<file path="config.mk">
export PLATFORM = sky130hd
export DESIGN_NAME = multicycle_main_control_flat
export DESIGN_NICKNAME = d
export VERILOG_FILES = /design/src/rtl/multicycle_main_control_if.sv /design/src/rtl/multicycle_main_control.sv /design/src/flat_wrapper.sv
export SDC_FILE = /design/constraint.sdc
export NUM_CORES = 1
export LEC_CHECK = 0
export ABC_AREA = 1
export CORE_ASPECT_RATIO = 1.5
export CORE_MARGIN = 10
export CORE_UTILIZATION = 30
export CTS_BUF_LIST = sky130_fd_sc_hd__clkbuf_8
export DETAILED_ROUTE_END_ITERATION = 10
export PLACE_DENSITY = 0.52
export SLEW_MARGIN = 40
export SYNTH_ARGS = -nofsm -noshare
export SYNTH_HDL_FRONTEND = slang
export SYNTH_SLANG_ARGS = --single-unit
</file>
<file path="constraint.sdc">
create_clock -name clk -period 3.1 [get_ports clk]
set_clock_uncertainty 0.2 [all_clocks]
set_input_delay 0.465 -clock clk [delete_from_list [all_inputs] [get_ports clk]]
set_output_delay 0.465 -clock clk [all_outputs]
set_load 0.01 [all_outputs]
</file>
<file path="src/rtl/multicycle_main_control_if.sv">
// Control bundle between the multicycle main control FSM and the MIPS datapath.
// master = control unit (drives controls, reads opcode); slave = datapath side.
interface multicycle_main_control_if #(
    parameter int CNT_WIDTH = 32
);
    logic [5:0]           opcode;
    logic                 pc_write;
    logic                 pc_write_cond;
    logic                 pc_write_cond_n;
    logic                 i_or_d;
    logic                 mem_read;
    logic                 mem_write;
    logic                 ir_write;
    logic                 mem_to_reg;
    logic                 reg_dst;
    logic                 reg_write;
    logic                 alu_src_a;
    logic [1:0]           alu_src_b;
    logic [1:0]           alu_op;
    logic                 zero_ext;
    logic [1:0]           pc_source;
    logic [3:0]           state;
    logic                 illegal_op;
    logic [CNT_WIDTH-1:0] instr_count;
    logic [CNT_WIDTH-1:0] cycle_count;

    modport master (
        input  opcode,
        output pc_write, pc_write_cond, pc_write_cond_n, i_or_d, mem_read,
               mem_write, ir_write, mem_to_reg, reg_dst, reg_write, alu_src_a,
               alu_src_b, alu_op, zero_ext, pc_source, state, illegal_op,
               instr_count, cycle_count
    );

    modport slave (
        output opcode,
        input  pc_write, pc_write_cond, pc_write_cond_n, i_or_d, mem_read,
               mem_write, ir_write, mem_to_reg, reg_dst, reg_write, alu_src_a,
               alu_src_b, alu_op, zero_ext, pc_source, state, illegal_op,
               instr_count, cycle_count
    );
endinterface

</file>
<file path="src/rtl/multicycle_main_control.sv">
// Moore main control FSM for the multicycle MIPS datapath, with saturating
// retired-instruction and cycle counters for CPI measurement.
//
// state     | code | meaning
// FETCH     |  0   | read instruction, load IR, PC <= PC+4
// DECODE    |  1   | register read, branch target into ALUOut
// MEM_ADDR  |  2   | lw/sw effective address
// MEM_READ  |  3   | data memory read into MDR
// MEM_WB    |  4   | MDR -> rt
// MEM_WRITE |  5   | data memory write
// R_EXEC    |  6   | R-type ALU operation
// R_WB      |  7   | ALUOut -> rd
// BEQ       |  8   | compare, branch if equal
// JUMP      |  9   | PC <= jump target
// I_EXEC    | 10   | addi/andi ALU operation
// I_WB      | 11   | ALUOut -> rt
// BNE       | 12   | compare, branch if not equal
module multicycle_main_control #(
    parameter int CNT_WIDTH = 32
) (
    input  logic                       clk,
    input  logic                       reset,
    multicycle_main_control_if.master  ctl
);

    localparam logic [5:0] OP_R    = 6'b000000;
    localparam logic [5:0] OP_LW   = 6'b100011;
    localparam logic [5:0] OP_SW   = 6'b101011;
    localparam logic [5:0] OP_BEQ  = 6'b000100;
    localparam logic [5:0] OP_BNE  = 6'b000101;
    localparam logic [5:0] OP_ADDI = 6'b001000;
    localparam logic [5:0] OP_ANDI = 6'b001100;
    localparam logic [5:0] OP_J    = 6'b000010;

    typedef enum logic [3:0] {
        FETCH     = 4'd0,
        DECODE    = 4'd1,
        MEM_ADDR  = 4'd2,
        MEM_READ  = 4'd3,
        MEM_WB    = 4'd4,
        MEM_WRITE = 4'd5,
        R_EXEC    = 4'd6,
        R_WB      = 4'd7,
        BEQ       = 4'd8,
        JUMP      = 4'd9,
        I_EXEC    = 4'd10,
        I_WB      = 4'd11,
        BNE       = 4'd12
    } state_t;

    state_t               state_q, state_d;
    logic [CNT_WIDTH-1:0] instr_q, cycle_q;
    logic                 retire;

    logic       pc_write, pc_write_cond, pc_write_cond_n, i_or_d;
    logic       mem_read, mem_write, ir_write, mem_to_reg, reg_dst, reg_write;
    logic       alu_src_a, zero_ext, illegal_op;
    logic [1:0] alu_src_b, alu_op, pc_source;

    always_ff @(posedge clk) begin
        if (reset) begin
            state_q <= FETCH;
            instr_q <= '0;
            cycle_q <= '0;
        end else begin
            state_q <= state_d;
            if (cycle_q != '1) cycle_q <= cycle_q + 1'b1;
            if (retire && instr_q != '1) instr_q <= instr_q + 1'b1;
        end
    end

    // Every terminal state of an instruction returns to FETCH unconditionally.
    always_comb begin
        retire = 1'b0;
        case (state_q)
            MEM_WB, MEM_WRITE, R_WB, I_WB, BEQ, BNE, JUMP: retire = 1'b1;
            default:                                       retire = 1'b0;
        endcase
    end

    always_comb begin
        state_d         = FETCH;
        pc_write        = 1'b0;
        pc_write_cond   = 1'b0;
        pc_write_cond_n = 1'b0;
        i_or_d          = 1'b0;
        mem_read        = 1'b0;
        mem_write       = 1'b0;
        ir_write        = 1'b0;
        mem_to_reg      = 1'b0;
        reg_dst         = 1'b0;
        reg_write       = 1'b0;
        alu_src_a       = 1'b0;
        alu_src_b       = 2'b00;
        alu_op          = 2'b00;
        zero_ext        = 1'b0;
        pc_source       = 2'b00;
        illegal_op      = 1'b0;

        case (state_q)
            FETCH: begin
                mem_read  = 1'b1;
                ir_write  = 1'b1;
                pc_write  = 1'b1;
                alu_src_b = 2'b01;
                state_d   = DECODE;
            end
            DECODE: begin
                alu_src_b = 2'b11;
                case (ctl.opcode)
                    OP_LW, OP_SW:     state_d = MEM_ADDR;
                    OP_R:             state_d = R_EXEC;
                    OP_BEQ:           state_d = BEQ;
                    OP_BNE:           state_d = BNE;
                    OP_J:             state_d = JUMP;
                    OP_ADDI, OP_ANDI: state_d = I_EXEC;
                    default: begin
                        state_d    = FETCH;
                        illegal_op = 1'b1;
                    end
                endcase
            end
            MEM_ADDR: begin
                alu_src_a = 1'b1;
                alu_src_b = 2'b10;
                if (ctl.opcode == OP_LW)      state_d = MEM_READ;
                else if (ctl.opcode == OP_SW) state_d = MEM_WRITE;
                else                          state_d = FETCH;
            end
            MEM_READ: begin
                mem_read = 1'b1;
                i_or_d   = 1'b1;
                state_d  = MEM_WB;
            end
            MEM_WB: begin
                reg_write  = 1'b1;
                mem_to_reg = 1'b1;
            end
            MEM_WRITE: begin
                mem_write = 1'b1;
                i_or_d    = 1'b1;
            end
            R_EXEC: begin
                alu_src_a = 1'b1;
                alu_op    = 2'b10;
                state_d   = R_WB;
            end
            R_WB: begin
                reg_write = 1'b1;
                reg_dst   = 1'b1;
            end
            BEQ: begin
                alu_src_a     = 1'b1;
                alu_op        = 2'b01;
                pc_write_cond = 1'b1;
                pc_source     = 2'b01;
            end
            BNE: begin
                alu_src_a       = 1'b1;
                alu_op          = 2'b01;
                pc_write_cond_n = 1'b1;
                pc_source       = 2'b01;
            end
            JUMP: begin
                pc_write  = 1'b1;
                pc_source = 2'b10;
            end
            I_EXEC: begin
                alu_src_a = 1'b1;
                alu_src_b = 2'b10;
                // andi zero-extends and uses the AND ALUop; addi sign-extends and adds.
                if (ctl.opcode == OP_ANDI) begin
                    alu_op   = 2'b11;
                    zero_ext = 1'b1;
                end
                state_d = I_WB;
            end
            I_WB: begin
                reg_write = 1'b1;
            end
            default: state_d = FETCH;
        endcase

        if (reset) begin
            pc_write        = 1'b0;
            pc_write_cond   = 1'b0;
            pc_write_cond_n = 1'b0;
            i_or_d          = 1'b0;
            mem_read        = 1'b0;
            mem_write       = 1'b0;
            ir_write        = 1'b0;
            mem_to_reg      = 1'b0;
            reg_dst         = 1'b0;
            reg_write       = 1'b0;
            alu_src_a       = 1'b0;
            alu_src_b       = 2'b00;
            alu_op          = 2'b00;
            zero_ext        = 1'b0;
            pc_source       = 2'b00;
            illegal_op      = 1'b0;
        end
    end

    assign ctl.pc_write        = pc_write;
    assign ctl.pc_write_cond   = pc_write_cond;
    assign ctl.pc_write_cond_n = pc_write_cond_n;
    assign ctl.i_or_d          = i_or_d;
    assign ctl.mem_read        = mem_read;
    assign ctl.mem_write       = mem_write;
    assign ctl.ir_write        = ir_write;
    assign ctl.mem_to_reg      = mem_to_reg;
    assign ctl.reg_dst         = reg_dst;
    assign ctl.reg_write       = reg_write;
    assign ctl.alu_src_a       = alu_src_a;
    assign ctl.alu_src_b       = alu_src_b;
    assign ctl.alu_op          = alu_op;
    assign ctl.zero_ext        = zero_ext;
    assign ctl.pc_source       = pc_source;
    assign ctl.illegal_op      = illegal_op;
    assign ctl.state           = state_q;
    assign ctl.instr_count     = instr_q;
    assign ctl.cycle_count     = cycle_q;

endmodule
</file>
<file path="src/flat_wrapper.sv">
// flat-port wrapper written by rule: the top's interface ports become plain ports
module multicycle_main_control_flat 
#(
    parameter int CNT_WIDTH = 32
)
  (clk, reset, ctl_opcode, ctl_pc_write, ctl_pc_write_cond, ctl_pc_write_cond_n, ctl_i_or_d, ctl_mem_read, ctl_mem_write, ctl_ir_write, ctl_mem_to_reg, ctl_reg_dst, ctl_reg_write, ctl_alu_src_a, ctl_alu_src_b, ctl_alu_op, ctl_zero_ext, ctl_pc_source, ctl_state, ctl_illegal_op, ctl_instr_count, ctl_cycle_count);
  multicycle_main_control_if #(.CNT_WIDTH(CNT_WIDTH)) ctl_i ();
  input  logic clk;
  input  logic reset;
  input wire logic [$bits(ctl_i.opcode)-1:0] ctl_opcode;
  output wire logic [$bits(ctl_i.pc_write)-1:0] ctl_pc_write;
  output wire logic [$bits(ctl_i.pc_write_cond)-1:0] ctl_pc_write_cond;
  output wire logic [$bits(ctl_i.pc_write_cond_n)-1:0] ctl_pc_write_cond_n;
  output wire logic [$bits(ctl_i.i_or_d)-1:0] ctl_i_or_d;
  output wire logic [$bits(ctl_i.mem_read)-1:0] ctl_mem_read;
  output wire logic [$bits(ctl_i.mem_write)-1:0] ctl_mem_write;
  output wire logic [$bits(ctl_i.ir_write)-1:0] ctl_ir_write;
  output wire logic [$bits(ctl_i.mem_to_reg)-1:0] ctl_mem_to_reg;
  output wire logic [$bits(ctl_i.reg_dst)-1:0] ctl_reg_dst;
  output wire logic [$bits(ctl_i.reg_write)-1:0] ctl_reg_write;
  output wire logic [$bits(ctl_i.alu_src_a)-1:0] ctl_alu_src_a;
  output wire logic [$bits(ctl_i.alu_src_b)-1:0] ctl_alu_src_b;
  output wire logic [$bits(ctl_i.alu_op)-1:0] ctl_alu_op;
  output wire logic [$bits(ctl_i.zero_ext)-1:0] ctl_zero_ext;
  output wire logic [$bits(ctl_i.pc_source)-1:0] ctl_pc_source;
  output wire logic [$bits(ctl_i.state)-1:0] ctl_state;
  output wire logic [$bits(ctl_i.illegal_op)-1:0] ctl_illegal_op;
  output wire logic [$bits(ctl_i.instr_count)-1:0] ctl_instr_count;
  output wire logic [$bits(ctl_i.cycle_count)-1:0] ctl_cycle_count;
  assign ctl_i.opcode = ctl_opcode;
  assign ctl_pc_write = ctl_i.pc_write;
  assign ctl_pc_write_cond = ctl_i.pc_write_cond;
  assign ctl_pc_write_cond_n = ctl_i.pc_write_cond_n;
  assign ctl_i_or_d = ctl_i.i_or_d;
  assign ctl_mem_read = ctl_i.mem_read;
  assign ctl_mem_write = ctl_i.mem_write;
  assign ctl_ir_write = ctl_i.ir_write;
  assign ctl_mem_to_reg = ctl_i.mem_to_reg;
  assign ctl_reg_dst = ctl_i.reg_dst;
  assign ctl_reg_write = ctl_i.reg_write;
  assign ctl_alu_src_a = ctl_i.alu_src_a;
  assign ctl_alu_src_b = ctl_i.alu_src_b;
  assign ctl_alu_op = ctl_i.alu_op;
  assign ctl_zero_ext = ctl_i.zero_ext;
  assign ctl_pc_source = ctl_i.pc_source;
  assign ctl_state = ctl_i.state;
  assign ctl_illegal_op = ctl_i.illegal_op;
  assign ctl_instr_count = ctl_i.instr_count;
  assign ctl_cycle_count = ctl_i.cycle_count;
  multicycle_main_control #(.CNT_WIDTH(CNT_WIDTH)) u_core (.clk(clk), .reset(reset), .ctl(ctl_i));
endmodule
</file>
==> results.yml <==
final_layout:
  regArea_um2: 1360
  area_growth_pct: 29.3
  multi_input_area_um2: 2800
  diodes: 0
  nets: 847
  fillers: 1668
  drive_gt1_frac: 0.0998
place:
  port_buffers: 94
  dp_hpwl_um: 12200
  place.gp.congestion: 0.912
timing:
  setup_violations: 0
  setup_tns_ps: 0
  slew_violations: 0
  maxSlewHeadroom: 0.664
  period_share: 0.936
  period_minus_slack_ps: 2900
  worst_pin_slew_ps: 504
  hold_violations: 0
  rsz0062_at_grt: "no"
  hold_ws_ps: 331
  fmax_ghz: 0.344
flow_run:
  max-cap-violations: 0
pwr:
  static-leakage-power_nw: 2.25
  peakVddDrop_mv: 0.175
  power_density_nw_per_um2: 318
min_path:
  min-delay-start: "u_core.ctl.instr_count[30]"
  hp-class: "register to register"
  holdPathEnd: "u_core.ctl.instr_count[30]"
  min_path_cells: 2
critical_path:
  r2r-end: "u_core.ctl.cycle_count[13]"
  crit_path_start_kind: "register"
  worstReg2RegStart: "u_core.ctl.cycle_count[0]"
  reg2reg_depth: 10
  path_cells: "nand2_1 > nor2_1 > nand2_1 > nor3_1 > clkdlybuf4s50_1"
  critPathKind: "register to primary output"
  end_kind: "primary output"
  crit_top_cell: "nand2_1"
  slowest_delay_ps: 580
  cp.arrival_ps: 2240
  cp_slowest_cell: "clkdlybuf4s50_1"
  critPathMaxFanout: 8
  crit_required_ps: 2430
  r2r_setup_slack_ps: 830
drt:
  drcViolationCount: 0
  wl_um: 15500
  avgViaCountPerCell: 4.68
  vias: 4875
  ant_nets: 0
  drt_iter0_drc: 188
  first_pass_iters: 5
  wire_per_inst_um: 14.9
synthesis:
  yosysTopAreaCell: "dfxtp_1"
  synth-edff-count: 0
  ys_warn_count: 0
  ys_top_cells_by_area: "dfxtp_1 (30%), nand2_1 (19%), nor2_1 (12%)"
  syn_area_um2: 4590
  synth_common_cells: "nand2_1 (232), nor2_1 (144), inv_1 (76), dfxtp_1 (68), nand3_1 (47)"
  async_reset_ff_frac: 0
  synth_flop_cell: "dfxtp_1"
  synth_cell_types: 38
  netlist.area_leader.share: 0.296
  syn_inst: 744
  synth.avg_cell_area_um2: 6.17
  seq_area_frac_synth: 0.296
  syn-num-nets: 754
  ys_seq_elements: 68
  synth_most_common_cell: "nand2_1"
global_routing:
  antenna_found_initial: 0
  grt_pass1_vias: 4823
  grt_max_degree: 35
  grt_pass1_wl_um: 24400
  grt_use_total: 0.148
  gr-total-overflow: 0
clocking:
  htreeDepth: 3
  cts_setup_buffers: 0
  cts_made_buffers: 9
  worstSkewPairLatency_ps: 360
  clock-sinks: 68
  cts_tree: "built"
  path_clk_slew_ps: 90
  cts.path.max_buffers: 2
  root_buffer: "clkbuf_8"
floorplan:
  ios: 95
  die_area_um2: 20800
  die_w_um: 121
  fp.coreArea_um2: 15100
  initial_utilization: 0.305
  die_h_um: 172
  row_count: 55
outcome:
  run_status: "finished clean"
[cells by family (layout without fill, tap and decap cells)]
logic type / count (synthesis) / in the layout / synth area share
flops: 68 / 68 / 0.296
simple gates: 491 / 491 / 0.468
fa+ha+maj: 2 / 2 / 0.00545
xor+xnor: 29 / 29 / 0.0553
compound gates: 54 / 54 / 0.0801
buf+inv: 100 / 198 / 0.0943
[worst max-delay path: cells and delay by family, from the launching register on]
kind / cells / cell delay [ps]
and+or+nand+nor: 4 / 800
DFF: 1 / 510
buffers and inverters: 1 / 580
[sequential cells by signal, summed over array words and instances (netlist names)]
signal,count
u_core.ctl.cycle_count,32
u_core.ctl.instr_count,32
u_core.ctl.state,4
[how the worst max path moves through the flow]
stage	slack, ps	from	endpoint	cells after the start
floorplan	1040	u_core.ctl.state[2]	ctl_reg_write	4
global placement	150	ctl_opcode[1]	ctl_alu_op[0]	7
detailed placement	140	ctl_opcode[1]	ctl_alu_op[0]	7
CTS	140	ctl_opcode[1]	ctl_alu_op[0]	7
global route	20	u_core.ctl.state[0]	ctl_illegal_op	5
finish	200	u_core.ctl.state[0]	ctl_illegal_op	5
[cell type report]
class | count | share of cell area
clock buffers | 11 | 0.0255
clock inverters | 5 | 0.0141
inverters | 83 | 0.0533
multi-input cells | 576 | 0.472
flip-flops and latches | 68 | 0.229
well taps | 199 | 0.0419
repair buffers | 99 | 0.164
[per-stage QoR]
stage,cells,total power [W],setup slack [ps],util,area [µm²]
finish,1041,0.00189,197,0.394,5940
global route,1041,0.00196,15.6,0.394,5940
CTS,1041,0.00192,140,0.394,5930
detailed placement,1025,0.00102,143,0.378,5700
global placement,1025,0.00102,151,0.378,5700
floorplan,744,0.000966,1040,-,4590
[power by group]
group / internal [W] / switching [W] / total, W / leakage [nW]
clock network: 0.000499 / 0.000393 / 0.000891 / 0.112
registers: 0.000878 / 0.00000791 / 0.000886 / 0.548
logic: 0.0000435 / 0.0000680 / 0.000112 / 1.59
[layer usage]
| metal | GRT usage | vias to the layer above | wire, µm |
|---|---|---|---|
| li1 | - | 2507 | - |
| met1 | 0.145 | 2221 | 5930 |
| met2 | 0.279 | 111 | 8130 |
| met3 | 0.0328 | 36 | 771 |
| met4 | 0.0816 | 0 | 698 |
| met5 | 0 | - | 0 |
[cell usage in the layout (no fill, tap or decap), types with 2 or more instances in the layout]
cell / netlist / final
nor3_1: 9 / 8
nor2_1: 144 / 144
inv_2: 6 / 6
a21oi_2: 20 / 20
xnor2_1: 10 / 10
a21oi_1: 15 / 15
clkinvlp_4: 0 / 2
nand3b_1: 8 / 8
nand4_1: 17 / 17
dfxtp_1: 68 / 68
ha_1: 2 / 2
nor2_4: 6 / 6
nand2_4: 2 / 2
clkbuf_8: 0 / 11
buf_4: 2 / 5
nor2_2: 2 / 2
nand2_1: 232 / 232
o21ai_0: 13 / 13
nand2_2: 19 / 19
bufinv_16: 0 / 2
inv_1: 76 / 76
clkdlybuf4s50_1: 0 / 93
nand3_1: 47 / 47
xor2_1: 19 / 19
[repair_timing]
action / CTS / global route
endpoints found under the setup margin: 0 / 2
hold buffers: 0 / 0
resized for setup: 0 / 1
No activity file was read; power rests on OpenSTA's default activity.
